===== config.mk =====
export PLATFORM = sky130hd
export DESIGN_NAME = coverfloat_vector_streamer
export DESIGN_NICKNAME = d
export VERILOG_FILES = /design/src/rtl/coverfloat_vector_streamer.sv
export SDC_FILE = /design/constraint.sdc
export NUM_CORES = 2
export LEC_CHECK = 0
export CORE_AREA = 2 2 664 666
export CTS_BUF_LIST = sky130_fd_sc_hd__clkbuf_2 sky130_fd_sc_hd__clkbuf_4 sky130_fd_sc_hd__clkbuf_8
export CTS_CLUSTER_SIZE = 10
export DETAILED_ROUTE_END_ITERATION = 10
export DIE_AREA = 0 0 666 668
export HOLD_SLACK_MARGIN = 0.1
export PLACE_DENSITY = 0.36
export SLEW_MARGIN = 10
export SYNTH_ARGS = -nofsm -noshare
export SYNTH_HDL_FRONTEND = slang
export SYNTH_SLANG_ARGS = --single-unit

===== constraint.sdc =====
create_clock -name clk -period 3.9 [get_ports clk]
set_clock_uncertainty 0.1 [all_clocks]
set_input_delay 0.78 -clock clk [delete_from_list [all_inputs] [get_ports clk]]
set_output_delay 0.78 -clock clk [all_outputs]
set_load 0.03 [all_outputs]

===== src/rtl/coverfloat_vector_streamer.sv =====
// Streams packed cover vectors from a 1-cycle-latency memory through a 2-entry queue,
// presenting the unpacked head fields under a valid/ready handshake.
module coverfloat_vector_streamer #(
    parameter int unsigned OP_W   = 32,
    parameter int unsigned RM_W   = 8,
    parameter int unsigned OPND_W = 128,
    parameter int unsigned FMT_W  = 8,
    parameter int unsigned INTX_W = 32,
    parameter int unsigned INTM_W = 192,
    parameter int unsigned EXC_W  = 8,
    parameter int unsigned ADDR_W = 14,
    localparam int unsigned VEC_W = OP_W + RM_W + 4 * OPND_W + 4 * FMT_W + 1 + INTX_W
                                    + INTM_W + EXC_W
) (
    input  logic              clk,
    input  logic              rst_n,
    input  logic              start,
    input  logic              abort,
    input  logic [ADDR_W:0]   num_vectors,
    output logic              rd_en,
    output logic [ADDR_W-1:0] rd_addr,
    input  logic [VEC_W-1:0]  rd_data,
    output logic              out_valid,
    input  logic              out_ready,
    output logic [OP_W-1:0]   op,
    output logic [RM_W-1:0]   rm,
    output logic [OPND_W-1:0] a,
    output logic [OPND_W-1:0] b,
    output logic [OPND_W-1:0] c,
    output logic [FMT_W-1:0]  aFmt,
    output logic [FMT_W-1:0]  bFmt,
    output logic [FMT_W-1:0]  cFmt,
    output logic [OPND_W-1:0] result,
    output logic [FMT_W-1:0]  resultFmt,
    output logic              intermS,
    output logic [INTX_W-1:0] intermX,
    output logic [INTM_W-1:0] intermM,
    output logic [EXC_W-1:0]  exceptionBits,
    output logic              busy,
    output logic              done,
    output logic [31:0]       vec_count
);

    localparam int unsigned INTM_LO = EXC_W;
    localparam int unsigned INTX_LO = INTM_LO + INTM_W;
    localparam int unsigned INTS_LO = INTX_LO + INTX_W;
    localparam int unsigned RFMT_LO = INTS_LO + 1;
    localparam int unsigned RES_LO  = RFMT_LO + FMT_W;
    localparam int unsigned CFMT_LO = RES_LO + OPND_W;
    localparam int unsigned BFMT_LO = CFMT_LO + FMT_W;
    localparam int unsigned AFMT_LO = BFMT_LO + FMT_W;
    localparam int unsigned C_LO    = AFMT_LO + FMT_W;
    localparam int unsigned B_LO    = C_LO + OPND_W;
    localparam int unsigned A_LO    = B_LO + OPND_W;
    localparam int unsigned RM_LO   = A_LO + OPND_W;
    localparam int unsigned OP_LO   = RM_LO + RM_W;

    typedef enum logic [1:0] {StIdle, StRun, StDrain, StDone} state_e;

    state_e              r_state;
    state_e              w_state_d;
    logic [ADDR_W:0]     r_num;
    logic [ADDR_W-1:0]   r_addr;
    logic                r_inflight;
    logic [VEC_W-1:0]    r_q0;
    logic [VEC_W-1:0]    r_q1;
    logic [1:0]          r_cnt;
    logic [31:0]         r_vec_count;
    logic                r_done;

    logic                w_abort;
    logic                w_start_ok;
    logic [ADDR_W:0]     w_num;
    logic                w_last;
    logic                w_sentinel;
    logic [1:0]          w_occ;
    logic                w_rd_en;
    logic                w_push;
    logic                w_pop;

    // Reset mid-run behaves like abort for the combinational strobes.
    assign w_abort    = abort || !rst_n;
    assign w_start_ok = (r_state == StIdle) && start && !w_abort;
    assign w_num      = (r_state == StIdle) ? num_vectors : r_num;
    assign w_last     = ({1'b0, r_addr} == (w_num - 1'b1));
    assign w_sentinel = r_inflight && (rd_data[OP_LO +: OP_W] == {OP_W{1'b1}});
    assign w_occ      = r_cnt + {1'b0, r_inflight};
    assign w_push     = r_inflight && !w_sentinel && !w_abort;
    assign w_pop      = (r_cnt != 2'd0) && out_ready && !w_abort;

    // The first read goes out in the start cycle so data is buffered two cycles later.
    always_comb begin
        w_state_d = r_state;
        w_rd_en   = 1'b0;
        unique case (r_state)
            StIdle: begin
                if (w_start_ok) begin
                    if (num_vectors == '0) begin
                        w_state_d = StDone;
                    end else begin
                        w_rd_en   = 1'b1;
                        w_state_d = w_last ? StDrain : StRun;
                    end
                end
            end
            StRun: begin
                if (w_abort) begin
                    w_state_d = StIdle;
                end else if (w_sentinel) begin
                    w_state_d = StDrain;
                end else if (w_occ < 2'd2) begin
                    w_rd_en = 1'b1;
                    if (w_last) begin
                        w_state_d = StDrain;
                    end
                end
            end
            StDrain: begin
                if (w_abort) begin
                    w_state_d = StIdle;
                end else if ((r_cnt == 2'd0) && !r_inflight) begin
                    w_state_d = StDone;
                end
            end
            StDone: begin
                w_state_d = StIdle;
            end
        endcase
    end

    always_ff @(posedge clk) begin
        if (!rst_n) begin
            r_state     <= StIdle;
            r_num       <= '0;
            r_addr      <= '0;
            r_inflight  <= 1'b0;
            r_q0        <= '0;
            r_q1        <= '0;
            r_cnt       <= 2'd0;
            r_vec_count <= 32'd0;
            r_done      <= 1'b0;
        end else begin
            r_state    <= w_state_d;
            r_inflight <= w_rd_en;
            r_done     <= (r_state == StDone) && !w_abort;

            if (w_start_ok) begin
                r_num       <= num_vectors;
                r_vec_count <= 32'd0;
            end else if (w_pop) begin
                r_vec_count <= r_vec_count + 32'd1;
            end

            // Address parks at the last issued read so it never wraps.
            if ((w_state_d == StIdle) || (w_state_d == StDone)) begin
                r_addr <= '0;
            end else if (w_rd_en && !w_last) begin
                r_addr <= r_addr + 1'b1;
            end

            if (w_abort) begin
                r_cnt <= 2'd0;
            end else begin
                case ({w_push, w_pop})
                    2'b10: begin
                        if (r_cnt == 2'd0) begin
                            r_q0 <= rd_data;
                        end else begin
                            r_q1 <= rd_data;
                        end
                        r_cnt <= r_cnt + 2'd1;
                    end
                    2'b01: begin
                        r_q0  <= r_q1;
                        r_cnt <= r_cnt - 2'd1;
                    end
                    2'b11: begin
                        if (r_cnt == 2'd1) begin
                            r_q0 <= rd_data;
                        end else begin
                            r_q0 <= r_q1;
                            r_q1 <= rd_data;
                        end
                    end
                    default: begin
                    end
                endcase
            end
        end
    end

    assign rd_en         = w_rd_en;
    assign rd_addr       = r_addr;
    assign out_valid     = (r_cnt != 2'd0);
    assign busy          = (r_state != StIdle);
    assign done          = r_done;
    assign vec_count     = r_vec_count;

    assign op            = r_q0[OP_LO +: OP_W];
    assign rm            = r_q0[RM_LO +: RM_W];
    assign a             = r_q0[A_LO +: OPND_W];
    assign b             = r_q0[B_LO +: OPND_W];
    assign c             = r_q0[C_LO +: OPND_W];
    assign aFmt          = r_q0[AFMT_LO +: FMT_W];
    assign bFmt          = r_q0[BFMT_LO +: FMT_W];
    assign cFmt          = r_q0[CFMT_LO +: FMT_W];
    assign result        = r_q0[RES_LO +: OPND_W];
    assign resultFmt     = r_q0[RFMT_LO +: FMT_W];
    assign intermS       = r_q0[INTS_LO];
    assign intermX       = r_q0[INTX_LO +: INTX_W];
    assign intermM       = r_q0[INTM_LO +: INTM_W];
    assign exceptionBits = r_q0[EXC_W-1:0];

endmodule


# After elaboration in Yosys (flattened, before gate mapping)
# Cells that the tools add are included.
word_totals:
  register_bits: 1701
  inputBits: 837
op_classes:
  n_eq_ne: 13
  n_mux: 24
  magnitude_cmp: 1
  addsub: 6
  n_reduce_logical: 31
  n_bitwise: 2
op_table:
  columns: ["cell", "count"]
  rows:
  - ["two-way mux 817 bit", 4]
  - ["case mux 817 bit (3 select lines)", 1]
  - ["case mux 817 bit (2 select lines)", 1]
  - ["adder 32 x 1 -> 32 bit, second input constant", 1]
  - ["equality test 32 bit, second input constant", 1]
  - ["two-way mux 2 bit", 9]
  - ["equality test 14 x 15 -> 1 bit", 1]
  - ["logical NOT 15 bit", 1]
  - ["two-way mux 15 bit", 1]
  - ["subtractor 15 x 1 -> 15 bit, second input constant", 1]
  - ["adder 14 x 1 -> 14 bit, second input constant", 1]
  - ["equality test 2 bit, second input constant", 5]
  - ["logical AND 1 bit", 10]
  - ["case mux 2 bit (4 select lines)", 1]
  - ["nonzero test 2 bit", 4]
  - ["equality test 2 x 1 -> 1 bit, second input constant", 3]
  - ["logical NOT 2 bit", 3]
  - ["inequality test 2 bit, second input constant", 3]
  - ["OR reduction 2 bit", 3]
  - ["logical NOT 1 bit", 5]
  - ["two-way mux 1 bit", 5]
  - ["case mux 2 bit (2 select lines)", 1]
  - ["AND reduction 4 bit", 1]
  - ["AND reduction 3 bit", 1]
  - ["other kinds (8)", 10]

# Longest topological paths before layout
depth:
  depth_word: 12
  depth_mapped: 14
  depth_no_buf: 11

# Worst setup path after synthesis
# OpenSTA, ideal clock, no wires.
synth_timing:
  path_kind: "input to register"
  startpoint: "input port rst_n"
  endpoint: "register r_q0[489]"
  setup_time_ps: 80
  path_stages: 12
  t_arrival_ps: 3328
  path_buffers: 5
  setup_slack_ps: 393
  cell_sequence: "clkbuf_1 -> nor4bb_1 -> buf_2 -> inv_1 -> ha_1 -> nor2b_1 -> nor3_1 -> clkbuf_1 -> clkbuf_1 -> clkbuf_1 -> nor2_1 -> nor3b_1"
synth_via:
  elab_chain_len: 7
synth_rtl:
  columns: ["item", "line", "rtl"]
  rows:
  - ["start: declaration", "16", "input logic rst_n,"]
  - ["logical NOT 1 bit *", null, null]
  - ["logical OR 1 bit *", "82", "assign w_abort = abort || !rst_n;"]
  - ["logical NOT 1 bit *", "89", "assign w_pop = (r_cnt != 2'd0) && out_ready && !w_abort;"]
  - ["logical AND 1 bit *", "89", null]
  - ["named net w_pop", "79", "logic w_pop;"]
  - ["equality test 2 bit or equality test 2 x 1 -> 1 bit (tied branches)", "164", "case ({w_push, w_pop})"]
  - ["inequality test 2 bit (no line) or nonzero test 3 bit (tied branches)", null, null]
  - ["AND reduction 3 bit (no line)", null, null]
  - ["end signal: assignment", "167", "r_q0 <= rd_data;"]
  - ["end signal: assignment", "174", "r_q0 <= r_q1;"]
  - ["end signal: assignment", "179", "r_q0 <= rd_data;"]
  - ["end: declaration", "65", "logic [VEC_W-1:0] r_q0;"]
# The timed path passes the listed nets; every way through them passes the cells marked *.
# A chain may end at the register's enable or synchronous reset.

# Worst setup path in the final report
layout_timing:
  startpoint: "input port rd_data[800]"
  endpoint: "register r_q0[333]"
layout_via:
  elab_chain_len: 8
layout_rtl:
  columns: ["item", "line", "rtl"]
  rows:
  - ["start: declaration", "22", "input logic [VEC_W-1:0] rd_data,"]
  - ["equality test 32 bit *", "86", "assign w_sentinel = r_inflight && (rd_data[OP_LO +: OP_W] == {OP_W{1'b1}});"]
  - ["logical AND 1 bit *", "86", null]
  - ["logical NOT 1 bit *", "88", "assign w_push = r_inflight && !w_sentinel && !w_abort;"]
  - ["logical AND 1 bit * (2 in a row)", "88", null]
  - ["equality test 2 bit or equality test 2 x 1 -> 1 bit (tied branches)", "164", null]
  - ["inequality test 2 bit (no line) or nonzero test 3 bit (tied branches)", null, null]
  - ["AND reduction 3 bit (no line)", null, null]
# Mark *: on every way between the ends. The rest lies on a longest branch, timed or not.

==> flow_results.org <==
** Outcome
- The flow ran to the end, and the final reports show no timing, DRC or antenna violations.

** Floorplan
- In this run the standard cell core region covers 0.437 mm2.
- Initial Util :: 15.6%
- Die Footprint :: 0.445 mm2
- Die boundary width :: 666 um
- The floorplan has 243 rows.
- Measured along the y axis, the die boundary spans 668 um.
- I/O pin cnt :: 1704

** Yosys
- Yosys warning total :: 0
- Summed over its instances, the top area cell type makes up 49.9% of the synthesized netlist area.
- Counting flops and latches in the post-synthesis netlist gives 1701.
- Dividing the synthesized area by the synthesized cell count gives 8.76 um2.
- EDFF count, synth :: 0
- By area the synthesized netlist is led by sky130_fd_sc_hd__dfxtp_1 50%, sky130_fd_sc_hd__a221oi_1 10%, sky130_fd_sc_hd__nand2_1 9.3%.
- The most used flip-flop cell after synthesis is sky130_fd_sc_hd__dfxtp_1.
- Post-synthesis cell count :: 7788
- The number of different library cells used by synthesis comes to 61.
- For this run, the register share of the synthesized area comes to 49.9%.
- Most repeated cell in the gate-level netlist after synthesis :: sky130_fd_sc_hd__dfxtp_1
- The number of nets handed over by synthesis was 8634.
- Post-synthesis cell area :: 0.0683 mm2
- List of most frequent post-synthesis cells :: 1701 x sky130_fd_sc_hd__dfxtp_1, 1696 x sky130_fd_sc_hd__nand2_1, 871 x sky130_fd_sc_hd__nor2_1
- The synthesized design spends more area on one cell type than any other, namely sky130_fd_sc_hd__dfxtp_1.
- Counting flops with an async set or reset pin after synthesis yields a share of 0%.

** Route
- First DRT Iteration DRCs :: 4310
- DR vias :: 68898
- Drt pass-1 iters :: 5
- Once detail routing completed, the nets flagged for antenna violations numbered 0.
- Wire length per cell after detailed routing :: 23.6 um
- Via/cell ratio :: 4.27
- The routed design has 380000 um of wire.
- Residual DRC :: 0

** Critical path
- Kind of cell with the highest combined delay on the critical path :: buffers and inverters
- Following the worst setup path forward leads to its endpoint at r_q0[333].
- The worst register-to-register path begins at r_cnt[0].
- Crit path kind :: primary input to register
- Critical Path Start Type :: primary input
- For the worst setup path, the data arrival time is 4.59 ns.
- Worst path buffer plus inverter count :: 6
- On the worst path, the slowest cell contributes a delay of 0.74 ns.
- Number of logic stages on the critical path including buffering :: 15
- The endpoint identified for the worst register-to-register timing path is r_q0[333].
- Path depth of the worst reg2reg path :: 12
- For the worst setup path, the data required time is 4.69 ns.
- For flop-to-flop paths, the worst setup slack is 0.13 ns.
- Max Fanout on Critical Path :: 18
- Tracing the worst setup path back leads to its startpoint at rd_data[800].
- STA classifies the critical path endpoint as a register.
- Ordered list of cells on the worst path :: clkdlybuf4s50_1 > nand4_1 > nor4_4 > nand2_1 > buf_4 > nand3_1 > inv_1 > ha_1 > nor2b_1 > or3_4 > buf_12 > buf_12 > a221oi_1 > buf_4 > nor3b_1
- Slowest cell on crit path :: sky130_fd_sc_hd__clkdlybuf4s50_1

** Power and ir drop
- Fraction of power consumed by the clock network :: 48.0%
- Leakage :: 35.0 nW
- Combinational logic burns 8.0% of the power.
- The analysis attributes to net switching a power of 10.2 mW.
- PD cells :: 375 mW/mm2
- The internal power of the cells totals 30.0 mW.
- Maximum VDD drop :: 0.203 mV
- Of the total power, the share spent switching nets is 25.4%.
- Total power :: 40.2 mW
- Flop pwr share :: 44.0%

** Placed design
- Port-buffer cells :: 1703
- Once detailed placement completed, the half-perimeter wirelength came to 286000 um.
- Prior to clock tree synthesis, the placed netlist has a worst setup slack of -1.53 ns.
- Placer congestion estimate :: 0.850

** Timing
- At the pin with the least slew margin, the transition time is 1.31 ns.
- Headroom to the max-slew limit came out at 12.9%.
- Final worst-path cycle share :: 97.5%
- The number of hold-slack violations in the final timing report came to 0.
- The clock period could shrink to 3.80 ns.
- Final Max Tran Viols :: 0
- The worst path meets setup with 0.0982 ns of slack.
- Setup violations remaining at the end of the flow were counted as 0.
- Setup repair after global routing left no endpoint under its margin.
- Minimum hold slack :: 0.284 ns
- Peak Freq :: 263 MHz

** Job
- Max-cap violations :: 0

** Clocking
- The tree built by TritonCTS fans out to 1701 sinks.
- After clock tree synthesis, the clock-pin slew on the worst setup and hold paths is 0.06 ns.
- Clock insertion delay at the later pin of the skew report :: 1.03 ns
- Number of H-tree levels :: 5
- In this run, CTS created clock tree buffers numbering 345.
- CTS placed an instance of sky130_fd_sc_hd__clkbuf_8 at the clock tree root.
- Maximum count of clock buffers along a single path :: 4
- TritonCTS clock tree :: built

** Worst hold path
- The worst hold path belongs to the class primary input to register.
- Hold Path Cell Cnt :: 3

** Cells and area
- Fraction of final layout cells sized beyond drive strength 1 :: 11.9%
- Cells fill 24.5% of the core in the end.
- Net total in the final layout :: 10943
- Area Overhead vs Synth :: 56.8%

** Global route
- Total Routing Usage GR :: 16.2%
- Entering global routing, the biggest net connects 240 pins.
- Total congestion overflow :: 0
- First-pass GRT wire length :: 530000 um
- Initial antenna violation count :: 104
- The via count of the first global-routing pass came to 68335.
## kinds of logic after synthesis
| family | share of synthesized area (%) |
|---|---|
| simple gates | 24.4 |
| fa+ha+maj | 0.165 |
| xor+xnor | 0.500 |
| flops | 49.9 |
| buf+inv | 4.24 |
| mux | 0.224 |
| compound gates | 20.6 |
## per-layer routing
metal / GRT usage (%) / wire, um
met2: 27.8 / 184000
met4: 5.61 / 13600
met3: 3.95 / 24600
met1: 19.8 / 158000
met5: 0 / 304
## cells in the final DEF (no fill, tap or decap), types with 133 or more instances in the layout
cell | netlist | routed
sky130_fd_sc_hd__buf_12 | 0 | 133
sky130_fd_sc_hd__a221oi_1 | 817 | 810
sky130_fd_sc_hd__nor3b_1 | 822 | 822
sky130_fd_sc_hd__dfxtp_1 | 1701 | 1700
sky130_fd_sc_hd__clkbuf_8 | 0 | 409
sky130_fd_sc_hd__nor2_1 | 871 | 869
sky130_fd_sc_hd__dlygate4sd3_1 | 0 | 382
sky130_fd_sc_hd__buf_4 | 3 | 488
sky130_fd_sc_hd__clkdlybuf4s50_1 | 0 | 1690
sky130_fd_sc_hd__a21boi_0 | 818 | 818
sky130_fd_sc_hd__nand2_1 | 1696 | 1695
## registers in the layout, summed over array words and instances, names as in the netlist
name / flops
r_q0: 817
rd_addr: 14
r_inflight: 1
r_state: 2
r_num: 15
r_q1: 817
vec_count: 32
done: 1
r_cnt: 2
## per-stage QoR
step / instances / TNS (ns) / area [um2]
3_5_place_dp: 15124 / -1921.51 / 96100
3_3_place_gp: 15124 / -1928.74 / 96100
4_1_cts: 16075 / 0 / 107000
5_1_grt: 16099 / 0 / 107000
6_report: 16124 / 0 / 107000
2_1_floorplan: 7788 / 0 / 68300
## worst min path at each step
stage                       startpoint  slack (ns)        end
after CTS                 rd_data[145]        0.10  r_q1[145]
after detailed placement     r_num[14]        0.35  r_num[14]
after global routing      rd_data[314]        0.17  r_q1[314]
after floorplan              r_num[14]        0.33  r_num[14]
after global placement       r_num[14]        0.35  r_num[14]
final                     rd_data[354]        0.28  r_q1[354]
## what timing repair did
action                                  in CTS  in global routing
resized for setup                           12                 13
endpoints found under the setup margin     444                  7
setup buffers                                1                  0
hold endpoints to repair                   394                  0
cloned                                       0                  0
hold buffers                               382                  0
pin swaps                                    3                  0
## power groups by stage
stage,clock network [mW],logic [mW],registers [mW]
6_report,19.3,3.22,17.7
3_3_place_gp,0,2.85,18.0
4_1_cts,20.1,3.25,17.7
5_1_grt,20.8,3.40,17.7
2_1_floorplan,0,0.806,18.2
3_5_place_dp,0,2.85,18.0
## area by class of cell
| cell class | instances | area [um2] |
|---|---|---|
| Sequential cell | 1701 | 34100 |
| Multi-Input combinational cell | 5325 | 31400 |
| Tap cell | 5757 | 7200 |
| Clock inverter | 39 | 383 |
| Fill cell | 47304 | 330000 |
| Antenna cell | 49 | 123 |
| Timing Repair Buffer | 2707 | 27200 |
| Inverter | 17 | 63.8 |
| Clock buffer | 529 | 6530 |
## worst reg2reg max path, delay by kind of cell (launching register included)
family,cells,cell delay [ns]
adder cells (fa/ha/maj),2,0.56
flip-flops,1,0.46
AO/OA/AOI/OAI,1,0.66
buffers and inverters,5,0.87
AND/OR/NAND/NOR,4,0.98
(Power assumes the default switching activity.)
